$ cat config.mk
export PLATFORM = sky130hd
export DESIGN_NAME = btn_sw_conditioner_flat
export DESIGN_NICKNAME = d
export VERILOG_FILES = /design/src/rtl/btn_sw_conditioner_pkg.sv /design/src/rtl/btn_sw_conditioner_if.sv /design/src/rtl/btn_sw_conditioner_debounce_channel.sv /design/src/rtl/btn_sw_conditioner.sv /design/src/flat_wrapper.sv
export SDC_FILE = /design/constraint.sdc
export NUM_CORES = 1
export LEC_CHECK = 0
export CORE_UTILIZATION = 58
export DETAILED_ROUTE_END_ITERATION = 10
export PLACE_DENSITY = 0.88
export RECOVER_POWER = 25
export SYNTH_ARGS = -nofsm -noshare
export SYNTH_HDL_FRONTEND = slang
export SYNTH_SLANG_ARGS = --single-unit
$ cat constraint.sdc
create_clock -name clk -period 2.4 [get_ports clk]
set_input_delay 0.36 -clock clk [delete_from_list [all_inputs] [get_ports clk]]
set_output_delay 0.36 -clock clk [all_outputs]
set_load 0.03 [all_outputs]
$ cat src/rtl/btn_sw_conditioner_pkg.sv
// Shared types and constants for the switch/button input conditioner.
package cond_pkg;

  typedef enum logic [1:0] {
    STABLE_LOW  = 2'd0,
    CHK_HIGH    = 2'd1,
    STABLE_HIGH = 2'd2,
    CHK_LOW     = 2'd3
  } db_state_t;

  localparam int DEFAULT_DEBOUNCE_CYCLES = 1000000;
  localparam int SIM_DEBOUNCE_CYCLES     = 4;

  function automatic int cnt_width(input int cycles);
    return $clog2(cycles + 1);
  endfunction

endpackage

$ cat src/rtl/btn_sw_conditioner_if.sv
// Pin-side and conditioned-side signals of the input conditioner.
interface btn_sw_conditioner_if #(
  parameter int N_SW  = 8,
  parameter int N_BTN = 4
) ();

  logic [N_SW-1:0]  sw;
  logic [N_BTN-1:0] btn;
  logic [N_SW-1:0]  sw_sync;
  logic [N_BTN-1:0] btn_db;
  logic [N_BTN-1:0] btn_rise;
  logic [N_BTN-1:0] btn_fall;

  modport master (
    output sw, btn,
    input  sw_sync, btn_db, btn_rise, btn_fall
  );

  modport slave (
    input  sw, btn,
    output sw_sync, btn_db, btn_rise, btn_fall
  );

endinterface

$ cat src/rtl/btn_sw_conditioner_debounce_channel.sv
// Single button: 2-flop synchronizer, debounce FSM with run counter, edge pulses.
//
// state       | meaning
// STABLE_LOW  | accepted level 0, waiting for a 1 sample
// CHK_HIGH    | counting consecutive 1 samples before accepting a rise
// STABLE_HIGH | accepted level 1, waiting for a 0 sample
// CHK_LOW     | counting consecutive 0 samples before accepting a fall
module debounce_channel
  import cond_pkg::*;
#(
  parameter int DEBOUNCE_CYCLES = DEFAULT_DEBOUNCE_CYCLES
) (
  input  logic clk,
  input  logic rst,
  input  logic raw,
  output logic level,
  output logic rise,
  output logic fall
);

  if (DEBOUNCE_CYCLES < 1) begin : g_bad_cycles
    $error("debounce_channel: DEBOUNCE_CYCLES must be >= 1");
  end

  localparam int            CW       = cnt_width(DEBOUNCE_CYCLES);
  localparam logic [CW-1:0] CNT_ONE  = CW'(1);
  localparam logic [CW-1:0] CNT_LAST = CW'(DEBOUNCE_CYCLES - 1);
  localparam bit            INSTANT  = (DEBOUNCE_CYCLES == 1);

  logic          sync1;
  logic          s;
  db_state_t     state;
  logic [CW-1:0] cnt;

  always_ff @(posedge clk) begin
    if (rst) begin
      sync1 <= 1'b0;
      s     <= 1'b0;
      state <= STABLE_LOW;
      cnt   <= '0;
      level <= 1'b0;
      rise  <= 1'b0;
      fall  <= 1'b0;
    end else begin
      sync1 <= raw;
      s     <= sync1;
      rise  <= 1'b0;
      fall  <= 1'b0;
      case (state)
        STABLE_LOW: begin
          if (s) begin
            // With a one-cycle window the first differing sample is already enough.
            if (INSTANT) begin
              state <= STABLE_HIGH;
              level <= 1'b1;
              rise  <= 1'b1;
              cnt   <= '0;
            end else begin
              state <= CHK_HIGH;
              cnt   <= CNT_ONE;
            end
          end else begin
            cnt <= '0;
          end
        end
        CHK_HIGH: begin
          if (!s) begin
            state <= STABLE_LOW;
            cnt   <= '0;
          end else if (cnt == CNT_LAST) begin
            state <= STABLE_HIGH;
            level <= 1'b1;
            rise  <= 1'b1;
            cnt   <= '0;
          end else begin
            cnt <= cnt + CNT_ONE;
          end
        end
        STABLE_HIGH: begin
          if (!s) begin
            if (INSTANT) begin
              state <= STABLE_LOW;
              level <= 1'b0;
              fall  <= 1'b1;
              cnt   <= '0;
            end else begin
              state <= CHK_LOW;
              cnt   <= CNT_ONE;
            end
          end else begin
            cnt <= '0;
          end
        end
        CHK_LOW: begin
          if (s) begin
            state <= STABLE_HIGH;
            cnt   <= '0;
          end else if (cnt == CNT_LAST) begin
            state <= STABLE_LOW;
            level <= 1'b0;
            fall  <= 1'b1;
            cnt   <= '0;
          end else begin
            cnt <= cnt + CNT_ONE;
          end
        end
        default: begin
          state <= STABLE_LOW;
          cnt   <= '0;
        end
      endcase
    end
  end

endmodule

$ cat src/rtl/btn_sw_conditioner.sv
// Input conditioner: synchronizes switches, synchronizes and debounces buttons.
module btn_sw_conditioner
  import cond_pkg::*;
#(
  parameter int N_SW            = 8,
  parameter int N_BTN           = 4,
  parameter int DEBOUNCE_CYCLES = DEFAULT_DEBOUNCE_CYCLES
) (
  input  logic                 clk,
  input  logic                 rst,
  btn_sw_conditioner_if.slave  pins
);

  if (DEBOUNCE_CYCLES < 1) begin : g_bad_cycles
    $error("btn_sw_conditioner: DEBOUNCE_CYCLES must be >= 1");
  end

  logic [N_SW-1:0]  sw_meta;
  logic [N_SW-1:0]  sw_sync_q;
  logic [N_BTN-1:0] db_level;
  logic [N_BTN-1:0] db_rise;
  logic [N_BTN-1:0] db_fall;

  always_ff @(posedge clk) begin
    if (rst) begin
      sw_meta   <= '0;
      sw_sync_q <= '0;
    end else begin
      sw_meta   <= pins.sw;
      sw_sync_q <= sw_meta;
    end
  end

  for (genvar gi = 0; gi < N_BTN; gi++) begin : g_btn
    debounce_channel #(
      .DEBOUNCE_CYCLES(DEBOUNCE_CYCLES)
    ) u_channel (
      .clk  (clk),
      .rst  (rst),
      .raw  (pins.btn[gi]),
      .level(db_level[gi]),
      .rise (db_rise[gi]),
      .fall (db_fall[gi])
    );
  end

  assign pins.sw_sync  = sw_sync_q;
  assign pins.btn_db   = db_level;
  assign pins.btn_rise = db_rise;
  assign pins.btn_fall = db_fall;

endmodule

$ cat src/flat_wrapper.sv
// flat-port wrapper written by rule: the top's interface ports become plain ports
module btn_sw_conditioner_flat import cond_pkg::*;
#(
  parameter int N_SW            = 8,
  parameter int N_BTN           = 4,
  parameter int DEBOUNCE_CYCLES = DEFAULT_DEBOUNCE_CYCLES
)
  (clk, rst, pins_sw, pins_btn, pins_sw_sync, pins_btn_db, pins_btn_rise, pins_btn_fall);
  btn_sw_conditioner_if #(.N_SW(N_SW), .N_BTN(N_BTN)) pins_i ();
  input  logic clk;
  input  logic rst;
  input wire logic [$bits(pins_i.sw)-1:0] pins_sw;
  input wire logic [$bits(pins_i.btn)-1:0] pins_btn;
  output wire logic [$bits(pins_i.sw_sync)-1:0] pins_sw_sync;
  output wire logic [$bits(pins_i.btn_db)-1:0] pins_btn_db;
  output wire logic [$bits(pins_i.btn_rise)-1:0] pins_btn_rise;
  output wire logic [$bits(pins_i.btn_fall)-1:0] pins_btn_fall;
  assign pins_i.sw = pins_sw;
  assign pins_i.btn = pins_btn;
  assign pins_sw_sync = pins_i.sw_sync;
  assign pins_btn_db = pins_i.btn_db;
  assign pins_btn_rise = pins_i.btn_rise;
  assign pins_btn_fall = pins_i.btn_fall;
  btn_sw_conditioner #(.N_SW(N_SW), .N_BTN(N_BTN), .DEBOUNCE_CYCLES(DEBOUNCE_CYCLES)) u_core (.clk(clk), .rst(rst), .pins(pins_i));
endmodule
==> flow_summary.ini, run 1 <==
[grt]
grt-ovfl-total = 0
grt_antenna_before_repair = 0
grt_pass1_vias = 4218
grt_max_degree = 25
grt_pass1_wl_mm = 19.0
grtUsageTotal_pct = 24.8

[clock_tree]
cts.sinks = 124
root_buffer = clkbuf_8
cts_tree = yes
cts.clk_slew.worst_paths_ns = 0.06
insertion_delay_ns = 0.51
cts_setup_buffers = 0
numCtsBuffers = 17
cts.repair.resized = 0
clockBufferDepth = 2
cts_hold_repair.buffers = 0
htree_levels = 4

[yosys]
synth.area.top_cells = dfxtp_1 (48%), xnor2_1 (4.2%), nor2_1 (3.9%)
ys_async_sr_fraction_pct = 0
synth_fp_nets = 595
synth_cells = 577
yosys.area.top_type = dfxtp_1
synth_area_um2 = 5200
synth_warnings = 0
synth-seq-cells = 124
ys.flop_type = dfxtp_1
avgSynthCellArea_um2 = 9.01
ys_seq_area_share_pct = 47.7
synth_edf_count = 0
yosysTopAreaCellShare_pct = 47.7
synth.lib_cells_used.distinct = 47

[outcome]
outcome = finished clean

[power]
ir_worst_vdd_v = 0.000448
finalPower_mw = 4.96
p_leak_nw = 1.99
p_per_area_nw_per_um2 = 801

[sta]
setup-violations-final = 0
hold_viol = 0
max-slew-margin-rel_pct = 25.8
max_freq_mhz = 446
min_period_ns = 2.24
grt_setup_unrepaired = false
tns_ns = 0
slew_violations = 0
tightest_slew_ns = 1.11
timing.final.crit_share_pct = 93.4
clock_skew_ns = 0.00696

[finish]
regMostFlops = u_core.g_btn.u_channel.cnt
drive_above_1_share_pct = 7.41
fillers = 612
nNetsFinal = 626
fin_cells = 729
largest_register_ff_count = 80
areaGrowthSynthToFinish_pct = 19.0
antenna_cells = 0

[detailed_routing]
ant_nets = 0
drt-total-wl_mm = 11.0
post_drt_wl_per_cell_um = 15.1
vias_per_cell = 5.85
firstDrtPassIters = 5
first_iter_violations = 194
remaining_drc_errors = 0
vias = 4266

[floorplan]
fp.dieW_um = 96.7
start_util_pct = 59.6
rows = 34
fp.dieH_um = 96.7
coreArea_um2 = 8720
dieArea_um2 = 9350
pin_count = 34

[placed_design]
gp_congestion = 0.855
dp_hpwl_mm = 7.05
io_buffers = 33
dp.cells = 697

[setup_path]
crit_path_start_kind = flip-flop
slowest_delay_ns = 0.71
end_kind = flip-flop
cp_top_family = simple AND/OR/NAND/NOR gates
path_buf_inv = 0
critPathArrivalTime_ns = 2.66
crit_fanout = 5
worstSetupPathType = flip-flop to flip-flop
path_cells = ha_1, nand3_1, or4b_2, or4_1, a31oi_1
critPathRequiredTime_ns = 2.82
cp_slowest_cell = or4b_2

[run]
drv_cap = 0

[worst_hold_path]
hp-class = input pin to flip-flop
## path summary, 6_finish.rpt
kind | cells after the start | endpoint | slack (ns) | startpoint
max | 5 | u_core.g_btn[1].u_channel.level$_SDFFE_PP0P_ | 0.16 | u_core.g_btn[1].u_channel.cnt[0]$_SDFF_PP0_
min | 2 | u_core.sw_meta[0]$_SDFF_PP0_ | 0.41 | pins_sw[0]
max reg2reg | 5 | u_core.g_btn[1].u_channel.level$_SDFFE_PP0P_ | 0.16 | u_core.g_btn[1].u_channel.cnt[0]$_SDFF_PP0_
min reg2reg | 1 | u_core.pins.sw_sync[4]$_SDFF_PP0_ | 0.44 | u_core.sw_meta[4]$_SDFF_PP0_
## cells by family after synthesis
kind of cell / count (synthesis) / share of synthesized area, %
buffers and inverters: 54 / 4.96
XOR/XNOR: 48 / 8.08
adder cells (fa/ha/maj): 4 / 0.962
AND/OR/NAND/NOR: 259 / 28.3
flip-flops: 124 / 47.7
AO/OA/AOI/OAI: 88 / 9.96
## cell usage after synthesis (2+ instances only)
| cell | n |
|---|---|
| clkbuf_1 | 15 |
| buf_2 | 2 |
| and4_1 | 9 |
| and2_1 | 3 |
| o31ai_1 | 8 |
| and3_1 | 7 |
| or4bb_1 | 2 |
| nor4b_1 | 3 |
| nor2b_1 | 28 |
| dfxtp_1 | 124 |
| a21oi_1 | 34 |
| xor2_1 | 23 |
| xnor2_1 | 25 |
| a31oi_1 | 5 |
| nand3_1 | 33 |
| nand4_1 | 20 |
| nor2_1 | 54 |
| or4_1 | 18 |
| ha_1 | 4 |
| nor3_1 | 13 |
| a211o_1 | 2 |
| nand3b_1 | 2 |
| a21o_1 | 6 |
| buf_4 | 14 |
| nand2_1 | 20 |
| or3_1 | 20 |
| nor4_1 | 8 |
| o21ai_0 | 26 |
| inv_1 | 22 |
| nand2b_1 | 10 |
## routing by layer
layer / part of all wire (%) / track usage, %
met3: 4.1 / 6.21
met4: 1.2 / 9.64
met1: 43 / 28.8
met5: 0 / 0
met2: 51 / 43.6
## layout make-up
type	count	area (µm²)	share of cell area (%)
well taps	108	135	2.18
repair buffers	44	400	6.47
clock buffers	20	435	7.03
inverters	22	82.6	1.33
clock inverters	12	193	3.11
multi-input cells	399	2460	39.8
flip-flops and latches	124	2480	40.1
## placed cells by master (no fill, tap or decap), types with 3 or more instances in the layout
cell type,synthesis,routed
o31ai_1,8,8
clkdlybuf4s50_1,0,23
bufinv_16,0,5
nand3_1,33,33
ha_1,4,4
buf_4,14,5
nor3_1,13,13
xor2_1,23,23
nor4b_1,3,3
o21ai_0,26,26
or4_1,18,18
clkbuf_1,15,8
dlygate4sd3_1,0,9
dfxtp_1,124,124
inv_1,22,22
nor2b_1,28,28
and4_1,9,9
nor2_1,54,54
nand2b_1,10,10
and2_1,3,3
nor4_1,8,8
xnor2_1,25,25
a31oi_1,5,5
clkinv_2,0,5
nand2_1,20,20
a21oi_1,34,34
a21o_1,6,6
and3_1,7,7
nand4_1,20,20
or3_1,20,20
clkbuf_16,0,16
## per-stage QoR
step / setup WS [ns] / hold WS (ns) / utilization, % / instance area (µm²)
after detailed placement: 0.224 / 0.428 / 64.0 / 5580
after global routing: 0.0209 / 0.408 / 71.0 / 6190
final: 0.159 / 0.409 / 71.0 / 6190
after floorplan: 0.286 / 0.414 / - / 5200
after global placement: 0.252 / 0.418 / 64.0 / 5580
after CTS: 0.193 / 0.291 / 71.2 / 6210
## report_power, final
part	leakage (nW)	internal [mW]	total [mW]	switching, mW
combinational	0.675	0.0589	0.124	0.0650
clock	0.313	1.81	2.72	0.909
sequential	1.00	2.09	2.11	0.0187
total	1.99	3.96	4.96	0.993
No activity file was read; power rests on OpenSTA's default activity.
==> inputs of run 2 (changes only) <==
CTS_CLUSTER_SIZE = 40   (was not set)
SYNTH_HIERARCHICAL = 1   (was not set)
clock period = 2.2 ns   (was 2.4 ns; I/O delays follow)
==> flow_summary.ini, run 2 <==
[detailed_routing]
vias_per_cell = 5.90
drt-total-wl_mm = 12.1
vias = 4529
first_iter_violations = 209
post_drt_wl_per_cell_um = 15.8
remaining_drc_errors = 0
firstDrtPassIters = 5
ant_nets = 0

[grt]
grt_util_met3_pct = 9.40
grt-ovfl-total = 0
grtUsageTotal_pct = 28.3
grt_antenna_before_repair = 0
grt_pass1_wl_mm = 19.9
grtUsageMet1_pct = 31.3
grtUsageMet2_pct = 49.4
grt_max_degree = 22
grt_pass1_vias = 4432
grt_busiest_layer = met2

[yosys]
ys_async_sr_fraction_pct = 0
synth_fp_nets = 589
ys_seq_area_share_pct = 48.3
ys.flop_type = dfxtp_1
avgSynthCellArea_um2 = 9.00
yosys.area.top_type = dfxtp_1
yosys-top-cells-count = dfxtp_1 (124), nor2_1 (55), a21oi_1 (39)
synth.lib_cells_used.distinct = 39
synth-seq-cells = 124
synth_edf_count = 0
synth_area_um2 = 5140
synth_warnings = 6
synth_most_common_cell = dfxtp_1
synth.area.top_cells = dfxtp_1 (48%), xnor2_1 (4.8%), or4_1 (4.1%)
yosysTopAreaCellShare_pct = 48.3
synth_cells = 571

[finish]
antenna_cells = 0
regMostFlops = u_core/g_btn.u_channel/cnt
areaGrowthSynthToFinish_pct = 25.6
stdcell_area_um2 = 6450
fillers = 529
drive_above_1_share_pct = 15.5
final_core_util_pct = 77.0
nNetsFinal = 668
mostFrequentLayoutCell = dfxtp_1
largest_register_ff_count = 80
final_cell_mix = dfxtp_1 (122), nor2_1 (55), a21oi_1 (39)

[clock_tree]
cts_hold_repair.buffers = 0
htree_levels = 4
clockBufferDepth = 2
numCtsBuffers = 17
cts.sinks = 124
root_buffer = clkbuf_8
cts_tree = yes
cts.clk_slew.worst_paths_ns = 0.06
insertion_delay_ns = 0.51

[setup_path]
crit_path_start_kind = flip-flop
critPathRequiredTime_ns = 2.63
worstSetupPathType = flip-flop to flip-flop
cpMostUsedCell = or4_4
slowest_delay_ns = 0.60
cp_top_family = simple AND/OR/NAND/NOR gates
end_kind = flip-flop
path_cells = or4_4, or4_4, or4_1, a31oi_1
crit_fanout = 8
path_buf_inv = 0
cp_slowest_cell = or4_4
critPathArrivalTime_ns = 2.63

[sta]
grt_setup_unrepaired = true
min_period_ns = 2.20
max_freq_mhz = 455
slew_violations = 0
timing.final.crit_share_pct = 99.9
max-slew-margin-rel_pct = 61.2
fin_ws_ns = 0.00221
hold_viol = 0
setup-violations-final = 0
clock_skew_ns = 0.00681
tightest_slew_ns = 0.582

[floorplan]
pin_count = 34
fp.dieW_um = 96.2
dieArea_um2 = 9240
start_util_pct = 61.3
fp.dieH_um = 96.2
rows = 33
coreArea_um2 = 8380

[power]
p_leak_nw = 2.09
switching_share_pct = 20.9
p_seq_share_pct = 45.3
switching_power_mw = 1.06
pwr-share-clk_pct = 51.9
ir_worst_vdd_v = 0.000601
p_int_mw = 4.02
pwr-share-comb_pct = 2.8
p_per_area_nw_per_um2 = 786

[placed_design]
dp_hpwl_mm = 7.66
place_area_um2 = 5850
io_buffers = 33
gp_congestion = 0.865
dp_slack_ns = -0.0126

[outcome]
outcome = finished clean

[worst_hold_path]
hp-class = input pin to flip-flop

[run]
drv_cap = 0
-- run 2: cell count changes in the layout (fill, tap and decap cells not counted), sizes merged, moves of 8 or more --
cell / previous run / this run
nor2b: 28 / 19
dlygate4sd3: 9 / 1
clkdlybuf4s50: 23 / 32
or4: 19 / 29
buf: 6 / 39
and4: 10 / 2
-- run 2: kinds of logic after synthesis --
kind of cell               count (synthesis)  share of synthesized area, %
AOI/OAI and AO/OA                         91                          9.98
buffers and inverters                     42                          3.41
adders and majority gates                  4                         0.974
and+or+nand+nor                          265                          29.7
DFF                                      124                          48.3
xor gates and xnor gates                  45                          7.67
-- run 2: cell type report --
cell class	instances	area (µm²)	share of cell area, %
Multi-Input combinational cell	405	2510	38.9
Inverter	27	101	1.57
Clock inverter	11	119	1.84
Clock buffer	21	449	6.96
Timing Repair Buffer	75	661	10.2
Sequential cell	124	2480	38.5
Tap cell	105	131	2.04
-- run 2: timing repair --
action | 4_1_cts | 5_1_grt
pin swaps | 0 | 6
resized for setup | 3 | 5
setup endpoints to repair | 4 | 4
buffers inserted | 0 | 2
-- run 2: final timing paths --
path | slack (ns) | from | cells after the start | to
hold reg to reg | 0.44 | u_core/g_btn[0].u_channel/sync1$_SDFF_PP0_ | 1 | u_core/g_btn[0].u_channel/s$_SDFF_PP0_
setup reg to reg | 0.002 | u_core/g_btn[0].u_channel/cnt[7]$_SDFF_PP0_ | 4 | u_core/g_btn[0].u_channel/level$_SDFFE_PP0P_
setup / recovery | 0.002 | u_core/g_btn[0].u_channel/cnt[7]$_SDFF_PP0_ | 4 | u_core/g_btn[0].u_channel/level$_SDFFE_PP0P_
hold / removal | 0.37 | pins_btn[3] | 2 | u_core/g_btn[3].u_channel/sync1$_SDFF_PP0_
-- run 2: metrics by stage --
step / std cells / total power [mW] / hold slack (ns) / setup TNS, ns
floorplan: 571 / 2.41 / 0.399 / 0
global placement: 734 / 2.48 / 0.418 / 0
detailed placement: 734 / 2.49 / 0.430 / -0.0215
CTS: 766 / 5.11 / 0.352 / 0
global route: 768 / 5.23 / 0.361 / -0.0179
finish: 768 / 5.07 / 0.372 / 0
-- run 2: worst reg2reg max path, delay by kind of cell (launching register included) --
| kind | cells | cell delay, ns |
|---|---|---|
| AND/OR/NAND/NOR | 3 | 1.62 |
| AO/OA/AOI/OAI | 1 | 0.18 |
| flip-flops | 1 | 0.32 |
-- run 2: metal layers --
layer | vias to the layer above | wire, µm
met2 | 177 | 6330
met4 | 0 | 192
li1 | 2189 | -
met5 | - | 0
met3 | 18 | 653
met1 | 2145 | 4960
-- run 2: power groups by stage --
stage	logic [mW]	registers [mW]	clock network, mW
6_report	0.144	2.30	2.63
5_1_grt	0.153	2.30	2.78
4_1_cts	0.145	2.30	2.67
3_5_place_dp	0.142	2.34	0
3_3_place_gp	0.138	2.34	0
2_1_floorplan	0.0439	2.36	0
